<file path="config.mk">
export PLATFORM = sky130hd
export DESIGN_NAME = ldtu_word_buffer
export DESIGN_NICKNAME = d
export VERILOG_FILES = /design/src/rtl/ldtu_word_buffer.sv
export SDC_FILE = /design/constraint.sdc
export NUM_CORES = 1
export LEC_CHECK = 0
export BUFFER_PORTS_ARGS = -buffer_cell sky130_fd_sc_hd__clkbuf_2
export CORE_ASPECT_RATIO = 1.25
export CORE_MARGIN = 3
export CORE_UTILIZATION = 40
export DETAILED_ROUTE_END_ITERATION = 16
export PLACE_DENSITY = 0.57
export SYNTH_ARGS = -nofsm -noshare
export SYNTH_HDL_FRONTEND = slang
export SYNTH_SLANG_ARGS = --single-unit
</file>
<file path="constraint.sdc">
create_clock -name clk -period 8.1 [get_ports clk]
set_clock_uncertainty 0.2 [all_clocks]
set_input_delay 0.405 -clock clk [delete_from_list [all_inputs] [get_ports clk]]
set_output_delay 0.405 -clock clk [all_outputs]
set_load 0.005 [all_outputs]
</file>
<file path="src/rtl/ldtu_word_buffer.sv">
// LiTe-DTU output word buffer: selects the normal or fallback stream, queues words in a small FIFO,
// inserts a marker on each mode change and feeds the serializer, substituting IDLE_WORD when empty.
module ldtu_word_buffer #(
  parameter int unsigned DEPTH       = 8,
  parameter int unsigned AW          = 3,
  parameter logic [31:0] IDLE_WORD   = 32'hEAAAAAAA,
  parameter logic [31:0] MARK_NORMAL = 32'hF0F0F0F0,
  parameter logic [31:0] MARK_FB     = 32'h0F0F0F0F
) (
  input  logic          clk,
  input  logic          reset,
  input  logic          fallback,
  input  logic [31:0]   data_in,
  input  logic          load,
  input  logic [31:0]   data_fb,
  input  logic          load_fb,
  input  logic          ser_ready,
  input  logic          ovf_clr,
  output logic [31:0]   ser_data,
  output logic          ser_strobe,
  output logic          ser_idle,
  output logic [AW:0]   level,
  output logic          overflow
);

  localparam int unsigned DW         = 32;
  localparam logic [AW:0] FULL_LEVEL = (AW+1)'(DEPTH);

  typedef enum logic {RUN = 1'b0, MARK = 1'b1} state_t;

  state_t        state_q, state_d;
  logic          mode_q, mode_d;
  logic [DW-1:0] mem [DEPTH];
  logic [AW-1:0] wr_ptr, rd_ptr;
  logic          wr_en, push, push_ok, rd_en, mark_drop, drop;
  logic [DW-1:0] wr_data, push_data;

  // Next-state, push source selection and FIFO accept/drop decisions
  always_comb begin
    wr_en     = fallback ? load_fb : load;
    wr_data   = fallback ? data_fb : data_in;
    state_d   = state_q;
    mode_d    = mode_q;
    push      = wr_en;
    push_data = wr_data;
    mark_drop = 1'b0;
    case (state_q)
      RUN: begin
        if (fallback != mode_q) begin
          state_d = MARK;
          mode_d  = fallback;
        end
      end
      MARK: begin
        push      = 1'b1;
        push_data = mode_q ? MARK_FB : MARK_NORMAL;
        mark_drop = wr_en;
        state_d   = RUN;
      end
      default: state_d = RUN;
    endcase
    rd_en   = ser_ready && (level != '0);
    // A read in the same cycle frees a slot, so a full FIFO still accepts the push
    push_ok = push && ((level != FULL_LEVEL) || rd_en);
    drop    = (push && !push_ok) || mark_drop;
  end

  always_ff @(posedge clk) begin
    if (!reset) begin
      state_q    <= RUN;
      mode_q     <= fallback;
      wr_ptr     <= '0;
      rd_ptr     <= '0;
      level      <= '0;
      ser_data   <= IDLE_WORD;
      ser_strobe <= 1'b0;
      ser_idle   <= 1'b1;
      overflow   <= 1'b0;
    end else begin
      state_q    <= state_d;
      mode_q     <= mode_d;
      ser_strobe <= ser_ready;
      if (push_ok) wr_ptr <= wr_ptr + AW'(1);
      if (rd_en)   rd_ptr <= rd_ptr + AW'(1);
      if (push_ok && !rd_en)      level <= level + (AW+1)'(1);
      else if (!push_ok && rd_en) level <= level - (AW+1)'(1);
      if (ser_ready) begin
        ser_data <= rd_en ? mem[rd_ptr] : IDLE_WORD;
        ser_idle <= !rd_en;
      end
      if (drop)         overflow <= 1'b1;
      else if (ovf_clr) overflow <= 1'b0;
    end
  end

  // Storage array, no reset needed: pointers define validity
  always_ff @(posedge clk) begin
    if (reset && push_ok) mem[wr_ptr] <= push_data;
  end

endmodule

</file>
## After elaboration in Yosys (flattened, before gate mapping)

Memories as Yosys holds them, arrays and structs flattened. A register that Yosys moved wholly into a read port is not among the register bits.
Index checks and enable logic that the tools add are counted.

- Bits in registers: 47
- Memory bits (writable): 256
- Input bits: 71
- Output and inout bits: 39
- Word-level logic and storage cells: 53
- Memories kept: 1

Memories:

| memory | depth | bits a word | rd ports | clocked after memory_dff | write ports | RTL line | text |
|---|---|---|---|---|---|---|---|
| mem | 8 | 32 | 1 | 1 | 1 | 33 | `logic [DW-1:0] mem [DEPTH];` |

- Add/subtract/negate cells: 4
- Eq/ne operators: 4
- Multiplexer cells: 20
- Bitwise gates (word level): 1
- Reductions and logical operators: 14

Operator list:

| cell | number |
|---|---|
| $mux 32 | 4 |
| $mux 1 | 11 |
| $mux 4 | 2 |
| $add 3x1->3 const B | 2 |
| $logic_and 1x1->1 | 6 |
| $mux 3 | 2 |
| $add 4x1->4 const B | 1 |
| $ne 4x4->1 const B | 1 |
| $reduce_bool 2->1 | 2 |
| $reduce_bool 4->1 | 1 |
| $sub 4x1->4 const B | 1 |
| $logic_not 1->1 | 2 |
| $logic_or 1x1->1 | 2 |
| $ne 2x1->1 const B | 1 |
| $ne 2x2->1 const B | 1 |
| $pmux 1 s2 | 1 |
| $reduce_and 2->1 | 1 |
| $ne 1x1->1 | 1 |
| $not 1->1 | 1 |

## Depth between registers and ports, before layout

Gate-level depths: netlist (run 1).

- Depth in word-level cells: 8
- Gate-level depth with buffers: 10
- Gate-level depth less buffers: 10

## Worst setup path before layout (run 1)

No wires, ideal clock.

- Kind: in2reg
- Start point: input port fallback
- End point: memory mem[1][0], enable pin
- Library setup time: 0.461 ns
- Data arrival time: 3.221 ns
- Required time: 7.439 ns
- Path slack: 4.217 ns
- Cell stages on the path: 5
- Path buffers: 0
- Cell sequence: mux2_2 -> o22ai_1 -> inv_1 -> nand2_1 -> nor3_1

- Cells in the longest elaborated chain, start to end: 6

Ends and longest elaborated chain:

| item | RTL line | text |
|---|---|---|
| from (decl) | 12 | `input logic fallback,` |
| $mux 1 | 40 | `wr_en = fallback ? load_fb : load;` |
| $mux 1 | 47 | `case (state_q)` |
| $logic_and 1x1->1 | 64 | `push_ok = push && ((level != FULL_LEVEL) \|\| rd_en);` |
| $logic_and 1x1->1 | 98 | `if (reset && push_ok) mem[wr_ptr] <= push_data;` |
| $mux 1 | 98 |  |
| $mux 1 (implied by the code) | 98 |  |
| to (decl) | 33 |  |

Every way passes these cells.

==> implementation parameters, run 1 <==
Parameter                              Value

Clock tree
  Number of buffers added by the clock tree synthesis step    28
  Reg clk slew, reported paths    around 0.070 ns
  Maximum count of clock buffers along a single path    3
  Number of levels in the clock H-tree    1
  CTS tree    done
  Clock Latency Late Sink    around 0.53 ns
  Root Buffer    sky130_fd_sc_hd__clkbuf_16
  Resized Gates After CTS    0
  Clock sink total    around 310

Placement
  DP HPWL    roughly 15 mm
  Instance area at placement    about 0.013 mm²
  Routability congestion estimate    roughly 0.72
  Cell Count Post-Placement    1180
  IO buf count    roughly 110

Critical path
  Library cell contributing the largest single delay on the critical path    sky130_fd_sc_hd__dfxtp_4
  Reg2Reg Capture Point    ser_data[2]$_SDFFE_PN0P_
  Critical-path maximum fanout    57
  Worst reg-to-reg setup slack    about 4.9 ns
  CP Cell Sequence    buf_4 -> mux4_2 -> and3_1 -> a221o_1
  Worst Path Required    between 8 and 9 ns
  Data arrival, critical path    ~3.4 ns
  Endpoint class of the critical path    flip-flop
  Critical path class    reg2reg
  Element type at the critical path start    flip-flop
  Maximum cell stage delay along the critical path    roughly 1.1 ns
  Logic depth of the worst register-to-register path    4

Route
  Antenna-violating nets left    0
  WL final    26.81 mm
  Drt drc    0
  Via density    5.351
  Average wire per cell in the routed design    roughly 22 µm
  Number of vias after detailed routing    ~6600
  First-iteration detailed-routing DRC count    418
  Number of optimization iterations in the first detailed-route pass    4

Logic synthesis
  Gate Count Post-Synth    just over 700
  Synth cell types    38
  Top FF cell, synth    sky130_fd_sc_hd__edfxtp_1
  Number of flip-flops and latches in the synthesized netlist    about 300
  Proportion of synthesized chip area in sequential cells    ~72%
  Cell area after technology mapping    approximately 0.012 mm²
  Mean instance size in the synthesized netlist    about 17 µm²
  Synth async-reset ratio    0%
  Most area-consuming cells after synthesis    sky130_fd_sc_hd__edfxtp_1, sky130_fd_sc_hd__dfxtp_1, sky130_fd_sc_hd__mux2i_1, sky130_fd_sc_hd__mux4_2, sky130_fd_sc_hd__a211oi_1
  EDFF count, synth    roughly 260
  Area share of the largest cell type after synthesis    between 60% and 70%
  Synth area leader    sky130_fd_sc_hd__edfxtp_1
  Number of nets in the synthesized netlist    789
  Number of warnings printed during yosys synthesis    0

Finish
  Sequential cell area    between 0.008 and 0.009 mm²
  # fillers    2545
  Count of placed standard cells in the final layout, fillers left out    about 1200
  Most frequent standard cell in the layout excluding fill and tap cells    sky130_fd_sc_hd__edfxtp_1
  Commonest non-fill, non-tap cells in the layout    sky130_fd_sc_hd__edfxtp_1, sky130_fd_sc_hd__clkbuf_2, sky130_fd_sc_hd__mux2i_1
  Number of nets in the finished design    between 800 and 900
  Fraction of layout cells with a size suffix above 1    roughly a quarter
  Number of diodes added for antenna fixing    0
  Layout overhead on the synthesized area    16.17%
  Final instance area    0.01395 mm²
  Multi-input combinational cell area    just over 0.003 mm²

Min path
  Number of stages on the worst hold path    3
  Worst hold path startpoint    ser_ready
  End point of the most critical hold path    ser_idle$_SDFFE_PN1P_
  Min-Delay Path Class    in2reg

Timing
  Measured slew at the worst slew-check pin    around 1.1 ns
  Final setup fails    0
  Final Hold Viols    0
  Clock period minus worst slack    about 3.2 ns
  Maximum clock frequency    between 0.3 and 0.4 GHz
  Unrepaired setup endpoints after global routing    no
  Slew HR    between 20 and 30%
  Final Max Tran Viols    0
  Final period utilization    about two fifths
  Total negative slack for setup checks    0 ns

GRT
  Vias in the first global route    7046
  GRT Overall Usage    16.69%
  Maximum number of pins on one net before global-route repair    68
  First-pass GRT wire length    41.07 mm
  Overflow left after global routing    0
  Initial antenna violation count    0

Power and ir drop
  Pwr Density    just under 300 mW/mm²
  Static Leakage    roughly 4.7 nW
  VDD IR-drop max    roughly 0.00017 V

Die
  Effective utilization at floorplan    40.80%
  Die width    between 150 and 200 µm
  Height of the die    about 200 µm
  Die ar.    between 0.03 and 0.04 mm²
  Cell Rows    70
  Area of the placeable core    around 0.03 mm²
  Number of top-level pins    110

Outcome
  Result of the run    finished, final reports clean

Job
  Number of max-capacitance violations reported    0
kinds of logic after synthesis:
group / share of synthesized area (%)
buffers and inverters: 1.980
DFF: 72.45
adders and majority gates: 0.6878
AOI/OAI and AO/OA: 7.024
muxes: 11.74
xor gates and xnor gates: 0.3647
and+or+nand+nor: 5.753
state kept, by name (all words and copies together) (netlist names), named ones only:
register	flops
level	4
mem	256
mode_q	1
overflow	1
rd_ptr	3
ser_data	32
ser_idle	1
ser_strobe	1
state_q	1
wr_ptr	3
worst max-delay path by stage:
stage / to / slack (ns) / cells after the start
after global placement: level[3]$_SDFFE_PN0P_ / 4.77 / 12
after CTS: ser_data[2]$_SDFFE_PN0P_ / 4.87 / 4
after global routing: ser_data[2]$_SDFFE_PN0P_ / 4.72 / 4
final: ser_data[2]$_SDFFE_PN0P_ / 4.92 / 4
after floorplan: mem[1][0]$_DFFE_PP_ / 4.22 / 5
after detailed placement: level[3]$_SDFFE_PN0P_ / 4.64 / 12
timing repair:
item | CTS | global route
endpoints found under the hold margin | 1 | 0
hold buffers | 1 | 0
setup buffers | 0 | 0
final cells by class:
| class | count | share of cell area, % |
|---|---|---|
| multi-input combinational | 355 | 22.30 |
| tap | 396 | 3.552 |
| clock inverter | 13 | 1.103 |
| inverter | 2 | 0.05382 |
| sequential | 306 | 62.39 |
| clock buffer | 39 | 5.974 |
| timing repair buffer | 122 | 4.629 |
synthesized netlist by cell type, types with 5 or more instances:
cell type                    n
sky130_fd_sc_hd__buf_2      10
sky130_fd_sc_hd__mux2i_1    70
sky130_fd_sc_hd__dfxtp_1    49
sky130_fd_sc_hd__nand2_1    14
sky130_fd_sc_hd__edfxtp_1  257
sky130_fd_sc_hd__ha_1        5
sky130_fd_sc_hd__and3_1     14
sky130_fd_sc_hd__o22ai_1    34
sky130_fd_sc_hd__buf_1       7
sky130_fd_sc_hd__and2_1      7
sky130_fd_sc_hd__o32a_1     16
sky130_fd_sc_hd__buf_4       5
sky130_fd_sc_hd__nor2_1     37
sky130_fd_sc_hd__clkbuf_1   25
sky130_fd_sc_hd__o21ai_0     5
sky130_fd_sc_hd__mux4_2     31
sky130_fd_sc_hd__a211oi_1   34
sky130_fd_sc_hd__xnor2_1     5
sky130_fd_sc_hd__a221o_1    14
sky130_fd_sc_hd__nand2b_1    8
sky130_fd_sc_hd__nor3_1      6
sky130_fd_sc_hd__nor2b_1    35
per-layer routing:
layer,vias to the layer above,wire length (µm),track usage [%]
met5,-,0,0
met4,0,548,4.272
met3,41,1755,2.530
met2,224,13070,28.44
met1,3302,11440,22.75
li1,3031,-,-
power breakdown:
| part | switching (mW) | internal, mW |
|---|---|---|
| clock | 0.558 | 0.815 |
| combinational | 0.392 | 0.367 |
| sequential | 0.128 | 1.86 |
| total | 1.08 | 3.04 |
stage by stage:
stage,power [mW],util (%),hold WS [ns],setup WS [ns]
CTS,4.163,47.40,0.04857,4.871
global placement,2.755,44.01,0.2583,4.774
finish,4.119,47.40,0.07927,4.919
global route,4.308,47.40,0.08880,4.723
floorplan,2.556,-,0.2487,4.217
detailed placement,2.791,44.01,0.2650,4.638
critical path: cells and delay by family, from the launching register on:
family,cells,cell delay (ns)
AO/OA/AOI/OAI,1,0.25
buffers and inverters,1,0.72
flip-flops,1,1.05
multiplexers,1,0.58
AND/OR/NAND/NOR,1,0.19
Power figures use the tool's default switching activity.
==> run 2, diff against run 1 <==
Clock period 8.1 ns to 3.2 ns, I/O delays scaled along.
==> implementation parameters, run 2 (same netlist as run 1, synthesis figures left out) <==
Parameter                              Value

GRT
  Vias in the first global route    7187 (+2.0%)
  Met1 Resource Use GR    22.99% (+0.24 points)
  First-pass GRT wire length    41.89 mm (+2.0%)
  Global routing usage on met2    29.02% (+0.58 points)
  Overflow left after global routing    0 (unchanged)
  Maximum number of pins on one net before global-route repair    67 (-1.5%)
  Most used routing layer in global routing    met2
  GRT met3 Usage    2.094% (-0.44 points)
  Initial antenna violation count    0 (unchanged)
  GRT Overall Usage    16.86% (+0.17 points)

Timing
  Final-layout worst hold slack    0.09177 ns (+0.01251 ns)
  Unrepaired setup endpoints after global routing    no
  Maximum clock frequency    0.3453 GHz (+9.9%)
  Clock period minus worst slack    2.896 ns (-0.2853 ns)
  Final period utilization    90.50% (+51 points)
  Final setup fails    0 (unchanged)
  Slew HR    30.42% (+1.6 points)
  Slack of the critical path    0.3039 ns (-4.615 ns)
  Final Max Tran Viols    0 (unchanged)
  Final Hold Viols    0 (unchanged)
  Measured slew at the worst slew-check pin    1.044 ns (-0.02455 ns)

Finish
  Final instance area    0.01403 mm² (+0.56%)
  Number of flip-flops in the largest register    256 (unchanged)
  Register with the highest flop count    mem
  Number of nets in the finished design    913 (+2.4%)
  Fraction of layout cells with a size suffix above 1    25.49% (-0.073 points)
  Layout overhead on the synthesized area    16.82%
  Most frequent standard cell in the layout excluding fill and tap cells    sky130_fd_sc_hd__edfxtp_1
  Number of diodes added for antenna fixing    0 (unchanged)
  Commonest non-fill, non-tap cells in the layout    sky130_fd_sc_hd__edfxtp_1, sky130_fd_sc_hd__clkbuf_2, sky130_fd_sc_hd__mux2i_1
  Registers with the highest flip-flop counts    mem: 256 flops, ser_data: 32 flops, level: 4 flops
  # fillers    2549 (+0.16%)

Job
  Number of max-capacitance violations reported    0 (unchanged)

Route
  First-iteration detailed-routing DRC count    591 (+41%)
  Number of vias after detailed routing    6776 (+2.7%)
  Via density    5.399 (+0.90%)
  Drt drc    0 (unchanged)
  Antenna-violating nets left    0 (unchanged)
  Average wire per cell in the routed design    21.66 µm (-0.38%)
  Number of optimization iterations in the first detailed-route pass    5 (+1)
  WL final    27.19 mm (+1.4%)

Die
  Height of the die    199.7 µm (unchanged)
  Effective utilization at floorplan    40.80% (unchanged)
  Area of the placeable core    0.02943 mm² (unchanged)
  Number of top-level pins    110 (unchanged)
  Die width    161.0 µm (unchanged)
  Cell Rows    70 (unchanged)
  Die ar.    0.03214 mm² (unchanged)

Clock tree
  Clock Latency Late Sink    0.54 ns (about the same)
  Reg clk slew, reported paths    0.06 ns (about the same)
  Maximum count of clock buffers along a single path    3 (unchanged)
  Number of levels in the clock H-tree    1 (unchanged)
  Number of buffers added by the clock tree synthesis step    29 (+3.6%)
  CTS tree    done
  Root Buffer    sky130_fd_sc_hd__clkbuf_16
  Resized Gates After CTS    0 (unchanged)
  Clock sink total    306 (unchanged)

Critical path
  Data arrival, critical path    2.90 ns (-0.50 ns)
  CP Cell Sequence    or3_1 -> o22ai_1 -> inv_1 -> nand2b_1 -> nor3_4 -> buf_4
  Maximum cell stage delay along the critical path    0.75 ns (-0.30 ns)
  Critical-path maximum fanout    18 (-68%)
  Kind of cell adding the most delay to the critical path    simple AND/OR/NAND/NOR gates
  Worst Path Required    3.21 ns (-5.11 ns)
  Critical path class    reg2reg
  Library cell contributing the largest single delay on the critical path    sky130_fd_sc_hd__nor3_4
  Element type at the critical path start    flip-flop
  Endpoint class of the critical path    flip-flop
  Worst Path Buf+Inv    2 (+1)

Power and ir drop
  Pwr Density    725.7 mW/mm² (+150%)
  VDD IR-drop max    0.0003753 V (+130%)
  Final Power    10.18 mW (+150%)
  Static Leakage    4.753 nW (+0.92%)

Placement
  IO buf count    109 (unchanged)
  Routability congestion estimate    0.7820 (+8.0%)
  DP HPWL    16.48 mm (+7.2%)
  Instance area at placement    0.01308 mm² (+1.0%)
  Setup slack at placement    0.2154 ns (-4.423 ns)

Min path
  Min-Delay Path Class    in2reg

Outcome
  Result of the run    finished, final reports clean
[run 2: final cells by class]
| class | instances | area [µm²] | area share, % |
|---|---|---|---|
| clock buffer | 43 | 788.3 | 5.620 |
| clock inverter | 11 | 85.08 | 0.6066 |
| inverter | 2 | 7.507 | 0.05352 |
| multi-input combinational | 355 | 3124 | 22.27 |
| sequential | 306 | 8702 | 62.04 |
| tap | 396 | 495.5 | 3.533 |
| timing repair buffer | 142 | 823.3 | 5.870 |
[run 2: metrics by stage]
stage | cells | TNS (ns) | util (%)
3_5_place_dp | 1194 | 0 | 44.46
6_report | 1255 | 0 | 47.66
5_1_grt | 1255 | 0 | 47.66
3_3_place_gp | 1194 | 0 | 44.46
4_1_cts | 1255 | 0 | 47.66
2_1_floorplan | 712 | -63.56 | -
[run 2: path summary, 6_finish.rpt]
kind | startpoint | to | slack [ns] | cells after the start
setup reg to reg | level[0]$_SDFFE_PN0P_ | mem[0][16]$_DFFE_PP_ | 0.30 | 6
setup / recovery | level[0]$_SDFFE_PN0P_ | mem[0][16]$_DFFE_PP_ | 0.30 | 6
hold / removal | fallback | mode_q$_DFFE_PP_ | 0.09 | 2
hold reg to reg | ser_data[5]$_SDFFE_PN1P_ | ser_data[5]$_SDFFE_PN1P_ | 0.27 | 1
[run 2: repair_timing]
action                                 CTS  global route
endpoints found under the hold margin   18             0
hold buffers                             7             0
setup buffers                            0             0
[run 2: metal layers]
layer,up-vias,share of wire (%)
met2,198,49
met3,50,4.7
li1,3075,-
met4,0,2.2
met1,3453,44
met5,-,0
[run 2: where the power goes]
part           total, mW  internal [mW]  switching [mW]
clock               3.16           1.78            1.38
combinational       2.04          0.966            1.08
sequential          4.98           4.71           0.270
